### src/rtl/seg7_pkg.sv
// Shared types and constants for the multiplexed 4-digit 7-segment driver.
// Segment patterns are active-low, bit0 = a through bit6 = g.
`timescale 1ns/1ps
package seg7_pkg;

  typedef enum logic [1:0] {
    DIG_LO_ONES = 2'd0,
    DIG_LO_TENS = 2'd1,
    DIG_HI_ONES = 2'd2,
    DIG_HI_TENS = 2'd3
  } dig_idx_e;

  typedef enum logic {
    CV_IDLE  = 1'b0,
    CV_SHIFT = 1'b1
  } conv_state_e;

  typedef struct packed {
    logic [3:0] tens;
    logic [3:0] ones;
  } bcd_pair_t;

  typedef struct packed {
    bcd_pair_t hi;
    bcd_pair_t lo;
  } disp_t;

  localparam logic [6:0] SAT_LIMIT = 7'd99;
  localparam logic [6:0] SEG_BLANK = 7'h7F;
  localparam logic [3:0] AN_OFF    = 4'hF;

  localparam logic [6:0] SEG_0 = 7'h40;
  localparam logic [6:0] SEG_1 = 7'h79;
  localparam logic [6:0] SEG_2 = 7'h24;
  localparam logic [6:0] SEG_3 = 7'h30;
  localparam logic [6:0] SEG_4 = 7'h19;
  localparam logic [6:0] SEG_5 = 7'h12;
  localparam logic [6:0] SEG_6 = 7'h02;
  localparam logic [6:0] SEG_7 = 7'h78;
  localparam logic [6:0] SEG_8 = 7'h00;
  localparam logic [6:0] SEG_9 = 7'h10;

  function automatic logic [6:0] sat99(
    input logic [6:0] v
  );
    return (v > SAT_LIMIT) ? SAT_LIMIT : v;
  endfunction

  function automatic logic [6:0] seg_decode(
    input logic [3:0] d
  );
    logic [6:0] s;
    s = SEG_BLANK;
    unique case (d)
      4'd0:    s = SEG_0;
      4'd1:    s = SEG_1;
      4'd2:    s = SEG_2;
      4'd3:    s = SEG_3;
      4'd4:    s = SEG_4;
      4'd5:    s = SEG_5;
      4'd6:    s = SEG_6;
      4'd7:    s = SEG_7;
      4'd8:    s = SEG_8;
      4'd9:    s = SEG_9;
      default: s = SEG_BLANK;
    endcase
    return s;
  endfunction

  function automatic logic [3:0] an_of(
    input dig_idx_e idx
  );
    return ~(4'b0001 << idx);
  endfunction

endpackage

### src/rtl/seg7_scan_driver_bin2bcd_seq.sv
// Sequential 7-bit binary to 2-digit BCD converter (shift-add-3).
// One load cycle, seven shift cycles, o_done pulses on the eighth.
`timescale 1ns/1ps
module bin2bcd_seq
  import seg7_pkg::*;
(
  input  logic       i_clk,
  input  logic       i_reset_n,
  input  logic       i_start,
  input  logic [6:0] i_bin,
  output logic       o_done,
  output logic [3:0] o_tens,
  output logic [3:0] o_ones
);

  conv_state_e state_q, state_d;
  logic [6:0]  bin_q, bin_d;
  logic [7:0]  bcd_q, bcd_d;
  logic [2:0]  cnt_q, cnt_d;
  logic        done_q, done_d;
  logic [7:0]  adj;

  always_ff @(posedge i_clk or negedge i_reset_n) begin
    if (!i_reset_n) begin
      state_q <= CV_IDLE;
      bin_q   <= '0;
      bcd_q   <= '0;
      cnt_q   <= '0;
      done_q  <= 1'b0;
    end else begin
      state_q <= state_d;
      bin_q   <= bin_d;
      bcd_q   <= bcd_d;
      cnt_q   <= cnt_d;
      done_q  <= done_d;
    end
  end

  always_comb begin
    state_d = state_q;
    bin_d   = bin_q;
    bcd_d   = bcd_q;
    cnt_d   = cnt_q;
    done_d  = 1'b0;
    adj     = bcd_q;
    if (adj[3:0] >= 4'd5) adj[3:0] = adj[3:0] + 4'd3;
    if (adj[7:4] >= 4'd5) adj[7:4] = adj[7:4] + 4'd3;
    unique case (state_q)
      CV_IDLE: begin
        if (i_start) begin
          bin_d   = i_bin;
          bcd_d   = '0;
          cnt_d   = '0;
          state_d = CV_SHIFT;
        end
      end
      CV_SHIFT: begin
        // start is ignored here: a busy converter finishes first
        bcd_d = {adj[6:0], bin_q[6]};
        bin_d = {bin_q[5:0], 1'b0};
        cnt_d = cnt_q + 3'd1;
        if (cnt_q == 3'd6) begin
          state_d = CV_IDLE;
          done_d  = 1'b1;
        end
      end
      default: state_d = CV_IDLE;
    endcase
  end

  assign o_done = done_q;
  assign o_tens = bcd_q[7:4];
  assign o_ones = bcd_q[3:0];

endmodule

### src/rtl/seg7_scan_driver.sv
// Four-digit multiplexed 7-segment scan driver for two 0..99 values.
// Build option SEG7_LZB_EN blanks the high tens digit when it is zero.
`timescale 1ns/1ps
module seg7_scan_driver
  import seg7_pkg::*;
#(
  parameter int unsigned SCAN_DIV = 50000
) (
  input  logic       i_clk,
  input  logic       i_reset_n,
  input  logic [6:0] i_value_lo,
  input  logic [6:0] i_value_hi,
  output logic [6:0] o_seg,
  output logic [3:0] o_an,
  output logic       o_frame
);

  localparam int unsigned CW = $clog2(SCAN_DIV);
  localparam logic [CW-1:0] TC = CW'(SCAN_DIV - 1);

  logic [CW-1:0] cnt_q, cnt_d;
  dig_idx_e      idx_q, idx_d;
  disp_t         disp_q, disp_d;
  logic [3:0]    an_q, an_d;
  logic [6:0]    seg_q, seg_d;
  logic          tc;
  logic          frame;
  logic [3:0]    digit;
  logic          lz;

  logic       lo_done, hi_done;
  logic [3:0] lo_tens, lo_ones;
  logic [3:0] hi_tens, hi_ones;

  always_ff @(posedge i_clk or negedge i_reset_n) begin
    if (!i_reset_n) begin
      cnt_q  <= '0;
      idx_q  <= DIG_LO_ONES;
      disp_q <= '0;
      an_q   <= AN_OFF;
      seg_q  <= SEG_BLANK;
    end else begin
      cnt_q  <= cnt_d;
      idx_q  <= idx_d;
      disp_q <= disp_d;
      an_q   <= an_d;
      seg_q  <= seg_d;
    end
  end

  always_comb begin
    tc    = (cnt_q == TC);
    frame = tc && (idx_q == DIG_HI_TENS);
    cnt_d = tc ? '0 : cnt_q + CW'(1);
    idx_d = idx_q;
    if (tc) idx_d = dig_idx_e'(2'(idx_q) + 2'd1);
  end

  bin2bcd_seq u_conv_lo (
    .i_clk     (i_clk),
    .i_reset_n (i_reset_n),
    .i_start   (frame),
    .i_bin     (sat99(i_value_lo)),
    .o_done    (lo_done),
    .o_tens    (lo_tens),
    .o_ones    (lo_ones)
  );

  bin2bcd_seq u_conv_hi (
    .i_clk     (i_clk),
    .i_reset_n (i_reset_n),
    .i_start   (frame),
    .i_bin     (sat99(i_value_hi)),
    .o_done    (hi_done),
    .o_tens    (hi_tens),
    .o_ones    (hi_ones)
  );

  // both pairs commit together so a scan never shows a hi/lo mix
  always_comb begin
    disp_d = disp_q;
    if (lo_done && hi_done) begin
      disp_d.lo.tens = lo_tens;
      disp_d.lo.ones = lo_ones;
      disp_d.hi.tens = hi_tens;
      disp_d.hi.ones = hi_ones;
    end
  end

  always_comb begin
    digit = disp_q.lo.ones;
    lz    = 1'b0;
    unique case (idx_q)
      DIG_LO_ONES: digit = disp_q.lo.ones;
      DIG_LO_TENS: digit = disp_q.lo.tens;
      DIG_HI_ONES: digit = disp_q.hi.ones;
      DIG_HI_TENS: digit = disp_q.hi.tens;
      default:     digit = disp_q.lo.ones;
    endcase
`ifdef SEG7_LZB_EN
    lz = (idx_q == DIG_HI_TENS) && (digit == 4'd0);
`else
    lz = 1'b0;
`endif
    seg_d = lz ? SEG_BLANK : seg_decode(digit);
    an_d  = an_of(idx_q);
  end

  assign o_seg   = seg_q;
  assign o_an    = an_q;
  assign o_frame = frame;

endmodule

### config.mk
export PLATFORM = sky130hd
export DESIGN_NAME = seg7_scan_driver
export DESIGN_NICKNAME = d
export VERILOG_FILES = /design/src/rtl/seg7_pkg.sv /design/src/rtl/seg7_scan_driver_bin2bcd_seq.sv /design/src/rtl/seg7_scan_driver.sv
export SDC_FILE = /design/constraint.sdc
export NUM_CORES = 1
export LEC_CHECK = 0
export BUFFER_PORTS_ARGS = -buffer_cell sky130_fd_sc_hd__buf_2
export CORE_ASPECT_RATIO = 1.5
export CORE_MARGIN = 2
export CORE_UTILIZATION = 54
export CTS_BUF_LIST = sky130_fd_sc_hd__clkbuf_16
export DETAILED_ROUTE_END_ITERATION = 10
export PLACE_DENSITY = 0.81
export SETUP_SLACK_MARGIN = 0.2
export SYNTH_ARGS = -nofsm -noshare
export SYNTH_HDL_FRONTEND = slang
export SYNTH_SLANG_ARGS = --single-unit
### constraint.sdc
create_clock -name i_clk -period 2.2 [get_ports i_clk]
set_input_delay 0.66 -clock i_clk [delete_from_list [all_inputs] [get_ports i_clk]]
set_output_delay 0.66 -clock i_clk [all_outputs]
set_load 0.1 [all_outputs]
==> insert_results.sql, run 1 <==
INSERT INTO impl_metrics (metric_group, metric, value, unit) VALUES
('worst_setup_path', 'regToRegSetupSlack', '-0.07', 'ns'),
('logic_synthesis', 'number_of_enable_type_register_cells_in_the_synthesized_netlist', '0', ''),
('sta', 'final_hold_viol_count', '0', ''),
('route', 'viasPerCell', '5.70', ''),
('worst_setup_path', 'crit_path_max_incr_delay', '0.56', 'ns'),
('worst_setup_path', 'crit_arrival', '1.70', 'ns'),
('global_routing', 'grt_remaining_overflow', '0', ''),
('global_routing', 'grt_start_max_net_pins', '70', ''),
('sta', 'clock-skew-final', '0.00805', 'ns'),
('logic_synthesis', 'synth_top_flop_cell', 'sky130_fd_sc_hd__dfrtp_1', ''),
('worst_setup_path', 'r2r-end', 'u_conv_hi.bin_q[4]', ''),
('finish', 'share_of_layout_cells_above_drive_strength_1', '32.3', '%'),
('die', 'die-area', '8560', 'um^2'),
('sta', 'fin_hold_ws', '0.176', 'ns'),
('sta', 'worst_slew_pin_slew', '0.791', 'ns'),
('logic_synthesis', 'avgSynthCellArea', '10.9', 'um^2'),
('cts', 'tritoncts_num_sinks', '85', ''),
('sta', 'timing.max_slew.rel_slack', '47.3', '%'),
('logic_synthesis', 'ys_warn_count', '0', ''),
('logic_synthesis', 'post_synthesis_share_of_cell_area_spent_on_xor_and_xnor_gates', '4.15', '%'),
('die', 'dieWidth', '76.2', 'um'),
('die', 'num_rows', '39', ''),
('cts', 'cts_root_buf', 'sky130_fd_sc_hd__clkbuf_16', ''),
('die', 'fp.dieH', '112', 'um'),
('route', 'wl_per_cell', '16.8', 'um'),
('logic_synthesis', 'proportion_of_synthesized_flip_flops_having_asynchronous_set_or_reset', '100', '%'),
('sta', 'grt_setup_unrepaired', 'yes', ''),
('route', 'dr_total_vias', '3225', ''),
('cts', 'holdBufCountCts', '0', ''),
('pwr', 'power.combinational.fraction', '2.4', '%'),
('route', 'drc_errors', '0', ''),
('global_routing', 'first_global_vias', '3223', ''),
('global_routing', 'grtUsageTotal', '22.3', '%'),
('pwr', 'net-switching-power', '636', 'uW'),
('cts', 'clock_tree.htree_level_count', '3', ''),
('run_status', 'violations', 'negative setup slack', ''),
('worst_setup_path', 'r2r.worst_path.cells', '8', ''),
('logic_synthesis', 'synth_mux_area_share', '9.42', '%'),
('logic_synthesis', 'yosys.area_share.adder', '6.22', '%'),
('worst_setup_path', 'crit_path_top_delay_cell', 'sky130_fd_sc_hd__or4b_4', ''),
('worst_setup_path', 'timing.critical_path.required', '1.54', 'ns'),
('pwr', 'vdd_drop_max', '0.000543', 'V'),
('pwr', 'power_switching_share', '19.8', '%'),
('logic_synthesis', 'synth-seq-cells', '85', ''),
('placed_design', 'post-place-ws', '0.0463', 'ns'),
('worst_setup_path', 'worst_setup_path_start_kind', 'register', ''),
('route', 'drt.antenna.violating_nets', '0', ''),
('sta', 'timing.final.crit_period', '2.36', 'ns'),
('sta', 'timing.final.crit_share', '107', '%'),
('placed_design', 'dpl_cell_area', '4610', 'um^2'),
('cts', 'clkSlewWorstSetupHoldPaths', '0.06', 'ns'),
('hold_path', 'hold_path_class', 'input port to asynchronous set/reset pin', ''),
('logic_synthesis', 'ys_types', '48', ''),
('worst_setup_path', 'setup.worst_path.class', 'register to output port', ''),
('die', 'core_region_area', '7610', 'um^2'),
('placed_design', 'dpl.hpwl', '5820', 'um'),
('global_routing', 'grt_first_pass_wirelength', '15000', 'um'),
('placed_design', 'io_buffer_count', '27', ''),
('logic_synthesis', 'synth_top_family_by_area', 'simple AND/OR/NAND/NOR gates', ''),
('die', 'boundaryPins', '28', ''),
('cts', 'worstSkewPairLatency', '0.34', 'ns'),
('sta', 'setup_ws', '-0.161', 'ns'),
('route', 'detail_route.wirelength', '9490', 'um'),
('run_status', 'status', 'complete, but fails checks', ''),
('sta', 'report.final.setup_viol', '22', ''),
('placed_design', 'dpl.cell_count', '519', ''),
('cts', 'numCtsBuffers', '9', ''),
('pwr', 'power.share.clock', '48.4', '%'),
('finish', 'flow.area_growth_from_synthesis', '28.8', '%'),
('pwr', 'internal_power', '2.58', 'mW'),
('pwr', 'seq_power_share', '49.2', '%');
==> power by group through the flow <==
stage | Clock (mW) | Combinational, mW | Sequential (mW)
3_3_place_gp | 0 | 0.0726 | 1.61
4_1_cts | 1.57 | 0.0752 | 1.58
6_report | 1.55 | 0.0758 | 1.58
2_1_floorplan | 0 | 0.0192 | 1.61
3_5_place_dp | 0 | 0.0752 | 1.61
5_1_grt | 1.64 | 0.0870 | 1.58
==> repair_timing <==
item / 4_1_cts / 5_1_grt
cloned: 2 / 0
endpoints found under the setup margin: 16 / 47
gates resized for setup: 12 / 48
buffers inserted: 8 / 21
pin swaps: 6 / 23
==> cells by family after synthesis <==
kind of cell    count (synthesis)
simple gates                  124
flops                          85
compound gates                 59
buf+inv                        40
mux                            38
fa+ha+maj                      21
xor+xnor                       20
==> metal layers <==
layer	routed length (um)	share of wire [%]	vias up	global-route usage, %
met1	3690	39	1604	24.9
li1	-	-	1505	-
met3	341	3.6	29	3.78
met2	5070	53	87	40.5
met4	382	4.0	0	11.9
met5	0	0	-	0
==> how the worst max path moves through the flow <==
stage,startpoint,endpoint,slack (ns),cells after the start
finish,cnt_q[5],o_frame,-0.16,3
global route,cnt_q[13],o_frame,-0.22,4
CTS,cnt_q[13],o_frame,-0.17,4
detailed placement,cnt_q[5],u_conv_lo.bin_q[3],0.05,5
global placement,cnt_q[5],u_conv_hi.bin_q[2],0.15,6
floorplan,cnt_q[7],o_frame,-0.33,3
==> layout by cell type, fill, tap and decap left out, types with 13 or more instances in the layout <==
cell                      instances
sky130_fd_sc_hd__inv_1           26
sky130_fd_sc_hd__buf_2           25
sky130_fd_sc_hd__ha_1            16
sky130_fd_sc_hd__nor2_1          14
sky130_fd_sc_hd__mux2i_1         21
sky130_fd_sc_hd__mux2_2          14
sky130_fd_sc_hd__buf_4           34
sky130_fd_sc_hd__o21ai_0         13
sky130_fd_sc_hd__nand2_1         42
sky130_fd_sc_hd__dfrtp_1         74
==> worst max-delay path: cells and delay by family, from the launching register on <==
| kind | cells | cell delay (ns) |
|---|---|---|
| buffers and inverters | 1 | 0.20 |
| DFF | 1 | 0.38 |
| and+or+nand+nor | 2 | 0.78 |
==> cell usage after synthesis (3+ instances only) <==
master,count,area [um^2]
sky130_fd_sc_hd__and3_1,4,25.0
sky130_fd_sc_hd__a211oi_1,3,22.5
sky130_fd_sc_hd__nand4_1,7,43.8
sky130_fd_sc_hd__o31ai_1,3,22.5
sky130_fd_sc_hd__xor2_1,11,96.3
sky130_fd_sc_hd__dfstp_2,11,289
sky130_fd_sc_hd__nor3_1,12,60.1
sky130_fd_sc_hd__nand3_1,9,45.0
sky130_fd_sc_hd__xnor2_1,9,78.8
sky130_fd_sc_hd__mux2_2,14,158
sky130_fd_sc_hd__ha_1,21,263
sky130_fd_sc_hd__nor3b_1,9,67.6
sky130_fd_sc_hd__a21oi_1,12,60.1
sky130_fd_sc_hd__nand2_1,44,165
sky130_fd_sc_hd__dfrtp_1,74,1850
sky130_fd_sc_hd__mux2i_1,24,240
sky130_fd_sc_hd__o21ai_0,20,100
sky130_fd_sc_hd__a221o_1,6,60.1
sky130_fd_sc_hd__inv_1,24,90.1
sky130_fd_sc_hd__nand2b_1,7,43.8
sky130_fd_sc_hd__clkbuf_1,11,41.3
sky130_fd_sc_hd__nor2_1,14,52.6
sky130_fd_sc_hd__a222oi_1,4,40.0
==> registers in the layout, indices dropped and copies added, names as in the netlist <==
name,flops
u_conv_hi.o_done,1
u_conv_lo.bin_q,7
o_seg,7
u_conv_lo.o_done,1
u_conv_lo.cnt_q,3
u_conv_hi.cnt_q,3
cnt_q,16
u_conv_hi.state_q,1
disp_q,16
u_conv_hi.bin_q,7
o_an,4
idx_q,2
u_conv_lo.bcd_q,8
u_conv_lo.state_q,1
u_conv_hi.bcd_q,8
==> per-stage QoR <==
step                util [%]  TNS (ns)  power (mW)
floorplan                  -    -0.333        1.62
global placement        60.6         0        1.68
detailed placement      60.6         0        1.68
CTS                     66.7    -0.639        3.23
global route            71.5     -2.54        3.30
finish                  71.5    -0.742        3.21
==> cell type report <==
| class | instances | area, um^2 | share of cell area, % |
|---|---|---|---|
| clock inverters | 7 | 78.8 | 1.45 |
| clock buffers | 9 | 225 | 4.14 |
| flip-flops and latches | 85 | 2140 | 39.3 |
| inverters | 25 | 101 | 1.86 |
| well taps | 102 | 128 | 2.35 |
| multi-input cells | 262 | 2130 | 39.2 |
| repair buffers | 76 | 637 | 11.7 |
No activity file was read; power rests on OpenSTA's default activity.
==> run 2: changes to the inputs <==
--- a/config.mk
+++ b/config.mk
@@ -8,11 +8,12 @@
 export BUFFER_PORTS_ARGS = -buffer_cell sky130_fd_sc_hd__buf_2
 export CORE_ASPECT_RATIO = 1.5
 export CORE_MARGIN = 2
-export CORE_UTILIZATION = 54
+export CORE_UTILIZATION = 55
 export CTS_BUF_LIST = sky130_fd_sc_hd__clkbuf_16
 export DETAILED_ROUTE_END_ITERATION = 10
-export PLACE_DENSITY = 0.81
+export PLACE_DENSITY = 0.82
 export SETUP_SLACK_MARGIN = 0.2
 export SYNTH_ARGS = -nofsm -noshare
 export SYNTH_HDL_FRONTEND = slang
+export SYNTH_HIERARCHICAL = 1
 export SYNTH_SLANG_ARGS = --single-unit
==> constraint.sdc (replaced) <==
create_clock -name i_clk -period 2.2 [get_ports i_clk]
set_input_delay 0.66 -clock i_clk [delete_from_list [all_inputs] [get_ports i_clk]]
set_output_delay 0.66 -clock i_clk [all_outputs]
set_load 0.05 [all_outputs]
==> insert_results.sql, run 2 <==
INSERT INTO impl_metrics (metric_group, metric, value, unit) VALUES
('sta', 'timing.final.crit_period', '2.25', 'ns'),
('pwr', 'seq_power_share', '48.3', '%'),
('pwr', 'net-switching-power', '664', 'uW'),
('logic_synthesis', 'proportion_of_synthesized_flip_flops_having_asynchronous_set_or_reset', '100', '%'),
('sta', 'worst_slew_pin_slew', '0.626', 'ns'),
('cts', 'clock_tree_from_tritoncts', 'built', ''),
('placed_design', 'dpl.hpwl', '5500', 'um'),
('route', 'wl_per_cell', '15.4', 'um'),
('placed_design', 'dpl_cell_area', '4560', 'um^2'),
('global_routing', 'grtUsageTotal', '21.2', '%'),
('run', 'cap_viol_max_count', '0', ''),
('route', 'firstDrtPassIters', '5', ''),
('worst_setup_path', 'endpoint_kind', 'output port', ''),
('sta', 'finalSetupTns', '-0.0548', 'ns'),
('route', 'drt.antenna.violating_nets', '0', ''),
('route', 'first_iter_violations', '258', ''),
('logic_synthesis', 'synth.area.top_cells', 'sky130_fd_sc_hd__dfrtp_1 43%, sky130_fd_sc_hd__dfstp_2 6.7%, sky130_fd_sc_hd__ha_1 6.1%', ''),
('route', 'drc_errors', '0', ''),
('sta', 'grt_setup_unrepaired', 'yes', ''),
('worst_setup_path', 'worst_setup_path_start_kind', 'register', ''),
('logic_synthesis', 'post-synth-top-area-cell', 'sky130_fd_sc_hd__dfrtp_1', ''),
('worst_setup_path', 'crit_chain', 'ha_4 -> and3_4 -> and4_4 -> and2_4 -> buf_8', ''),
('run_status', 'status', 'complete, but fails checks', ''),
('finish', 'final_nets', '483', ''),
('sta', 'timing.max_slew.rel_slack', '58.2', '%'),
('worst_setup_path', 'cp_num_buf_inv', '1', ''),
('sta', 'max_clock_freq', '443', 'MHz'),
('pwr', 'total_power', '3.24', 'mW'),
('pwr', 'power_per_cell_area', '627', 'nW/um^2'),
('die', 'num_rows', '39', ''),
('logic_synthesis', 'post_synth_instance_area', '4300', 'um^2'),
('sta', 'final_hold_viol_count', '0', ''),
('worst_setup_path', 'timing.critical_path.required', '1.54', 'ns'),
('finish', 'n_antenna_cell', '0', ''),
('logic_synthesis', 'seq_area_frac_synth', '49.8', '%'),
('pwr', 'power_switching_share', '20.5', '%'),
('logic_synthesis', 'yosysTopAreaCellShare', '43.1', '%'),
('cts', 'clkSlewWorstSetupHoldPaths', '0.07', 'ns'),
('sta', 'timing.final.crit_share', '102', '%'),
('run_status', 'violations', 'negative setup slack', ''),
('worst_setup_path', 'crit_path_top_delay_cell', 'sky130_fd_sc_hd__dfrtp_1', ''),
('sta', 'setup_ws', '-0.0548', 'ns'),
('finish', 'final_area', '5160', 'um^2'),
('pwr', 'leakage', '2.19', 'nW'),
('route', 'dr_total_vias', '3118', ''),
('cts', 'tritoncts_num_sinks', '85', ''),
('cts', 'holdBufCountCts', '0', ''),
('logic_synthesis', 'avgSynthCellArea', '10.6', 'um^2'),
('global_routing', 'grt_remaining_overflow', '0', ''),
('finish', 'share_of_layout_cells_above_drive_strength_1', '29.7', '%'),
('pwr', 'vdd_drop_max', '0.000735', 'V'),
('worst_setup_path', 'biggest_fanout_along_the_worst_timing_path', '2', ''),
('placed_design', 'gp_routability_congestion', '0.820', ''),
('die', 'boundaryPins', '28', ''),
('cts', 'clock_tree.htree_level_count', '3', ''),
('route', 'viasPerCell', '5.64', ''),
('sta', 'report.final.setup_viol', '1', ''),
('pwr', 'power.share.clock', '49.7', '%'),
('logic_synthesis', 'synth-seq-cells', '85', ''),
('pwr', 'internal_power', '2.57', 'mW'),
('die', 'fp.dieH', '112', 'um'),
('logic_synthesis', 'syn-num-nets', '441', ''),
('worst_setup_path', 'r2r.worst_path.cells', '7', ''),
('global_routing', 'first_global_vias', '3173', ''),
('finish', 'postLayoutCoreUtil', '67.8', '%'),
('finish', 'most_frequent_cells_in_the_layout', '73 x sky130_fd_sc_hd__dfrtp_1, 42 x sky130_fd_sc_hd__nand2_1, 25 x sky130_fd_sc_hd__o21ai_0, 25 x sky130_fd_sc_hd__buf_2, 24 x sky130_fd_sc_hd__inv_1', ''),
('global_routing', 'grt_start_max_net_pins', '40', ''),
('logic_synthesis', 'synthMostInstantiatedCell', 'sky130_fd_sc_hd__dfrtp_1', ''),
('worst_setup_path', 'setup.worst_path.start', 'cnt_q[0]', ''),
('cts', 'clock_path_buffers', '2', ''),
('global_routing', 'grt_antenna_before_repair', '0', ''),
('route', 'detail_route.wirelength', '8540', 'um'),
('cts', 'cts_root_buf', 'sky130_fd_sc_hd__clkbuf_16', ''),
('worst_setup_path', 'crit_path_max_incr_delay', '0.40', 'ns'),
('die', 'die-area', '8550', 'um^2'),
('placed_design', 'io_buffer_count', '27', ''),
('hold_path', 'hold_path_class', 'input port to asynchronous set/reset pin', ''),
('logic_synthesis', 'number_of_enable_type_register_cells_in_the_synthesized_netlist', '0', ''),
('finish', 'num-fill-cells', '572', ''),
('die', 'core_region_area', '7610', 'um^2'),
('sta', 'clock-skew-final', '0.00737', 'ns'),
('logic_synthesis', 'ys_types', '54', ''),
('placed_design', 'dpl.cell_count', '523', ''),
('finish', 'layout.cells.most_common', 'sky130_fd_sc_hd__dfrtp_1', ''),
('cts', 'worstSkewPairLatency', '0.35', 'ns'),
('worst_setup_path', 'critical-path-top-delay-family', 'simple AND/OR/NAND/NOR gates', ''),
('pwr', 'power.combinational.fraction', '1.9', '%'),
('sta', 'slew_violations', '0', ''),
('logic_synthesis', 'synth_top_flop_cell', 'sky130_fd_sc_hd__dfrtp_1', ''),
('worst_setup_path', 'crit_arrival', '1.59', 'ns'),
('finish', 'final-instance-count-excl-fill', '553', ''),
('die', 'dieWidth', '76.2', 'um'),
('global_routing', 'grt_first_pass_wirelength', '14400', 'um'),
('finish', 'flow.area_growth_from_synthesis', '20.1', '%'),
('worst_setup_path', 'path_depth', '5', ''),
('finish', 'top_registers', 'cnt_q x16, disp_q x16', ''),
('logic_synthesis', 'synthCells', '404', ''),
('worst_setup_path', 'worstReg2RegStart', 'idx_q[0]', ''),
('logic_synthesis', 'ys_warn_count', '6', ''),
('worst_setup_path', 'setup.worst_path.class', 'register to output port', ''),
('cts', 'numCtsBuffers', '9', ''),
('logic_synthesis', 'netlist_top_cells_count', '74 x sky130_fd_sc_hd__dfrtp_1, 43 x sky130_fd_sc_hd__nand2_1, 28 x sky130_fd_sc_hd__inv_1', ''),
('die', 'start_util', '56.4', '%');
==> run 2: repair_timing <==
action,CTS,global route
pin swaps,3,13
setup endpoints to repair,22,42
cloned,0,0
gates resized for setup,7,31
buffers inserted,7,7
==> run 2: power by group through the flow <==
stage / clock (mW) / sequential (mW) / combinational (mW)
after global routing: 1.71 / 1.56 / 0.0740
final: 1.61 / 1.56 / 0.0631
after global placement: 0 / 1.59 / 0.0637
after floorplan: 0 / 1.59 / 0.0133
after CTS: 1.63 / 1.56 / 0.0665
after detailed placement: 0 / 1.59 / 0.0655
==> run 2: worst reg2reg max path, delay by kind of cell, from the launching register on <==
| family | cells | cell delay, ns |
|---|---|---|
| DFF | 1 | 0.45 |
| AOI/OAI and AO/OA | 1 | 0.51 |
| buffers and inverters | 1 | 0.11 |
| muxes | 3 | 0.44 |
| adders and majority gates | 2 | 0.44 |
==> run 2: final timing paths <==
kind                                       to  slack (ns)
min in group i_clk         u_conv_lo/bin_q[3]        0.49
max reg2reg                          o_seg[6]        0.16
min reg2reg                u_conv_lo/bin_q[3]        0.49
min                                  idx_q[1]        0.24
max                                   o_frame       -0.05
max in group asynchronous  u_conv_hi/bcd_q[0]        1.39
==> run 2: per-layer routing <==
layer / global-route usage (%) / routed length [um]
met4: 9.45 / 192
met2: 36.9 / 4590
met3: 5.31 / 290
met1: 24.7 / 3470
met5: 0 / 0
==> run 2: logic make-up after synthesis <==
group / after synthesis / synth area share, %
AOI/OAI and AO/OA: 71 / 11.2
xor gates and xnor gates: 14 / 2.85
adders and majority gates: 21 / 6.12
buffers and inverters: 51 / 5.07
DFF: 85 / 49.8
muxes: 38 / 9.38
and+or+nand+nor: 124 / 15.6
==> run 2: cell type report <==
| class | count | area [um^2] | area share, % |
|---|---|---|---|
| Clock buffer | 9 | 225 | 4.36 |
| Clock inverter | 7 | 90.1 | 1.75 |
| Inverter | 31 | 120 | 2.33 |
| Multi-Input combinational cell | 268 | 2110 | 40.9 |
| Sequential cell | 85 | 2140 | 41.5 |
| Tap cell | 102 | 128 | 2.47 |
| Timing Repair Buffer | 51 | 344 | 6.67 |
==> run 2: stage by stage <==
stage,worst slack [ns],hold slack (ns)
floorplan,0.173,0.364
detailed placement,0.107,0.484
global route,-0.137,0.255
global placement,0.136,0.463
CTS,-0.0710,0.251
finish,-0.0548,0.243
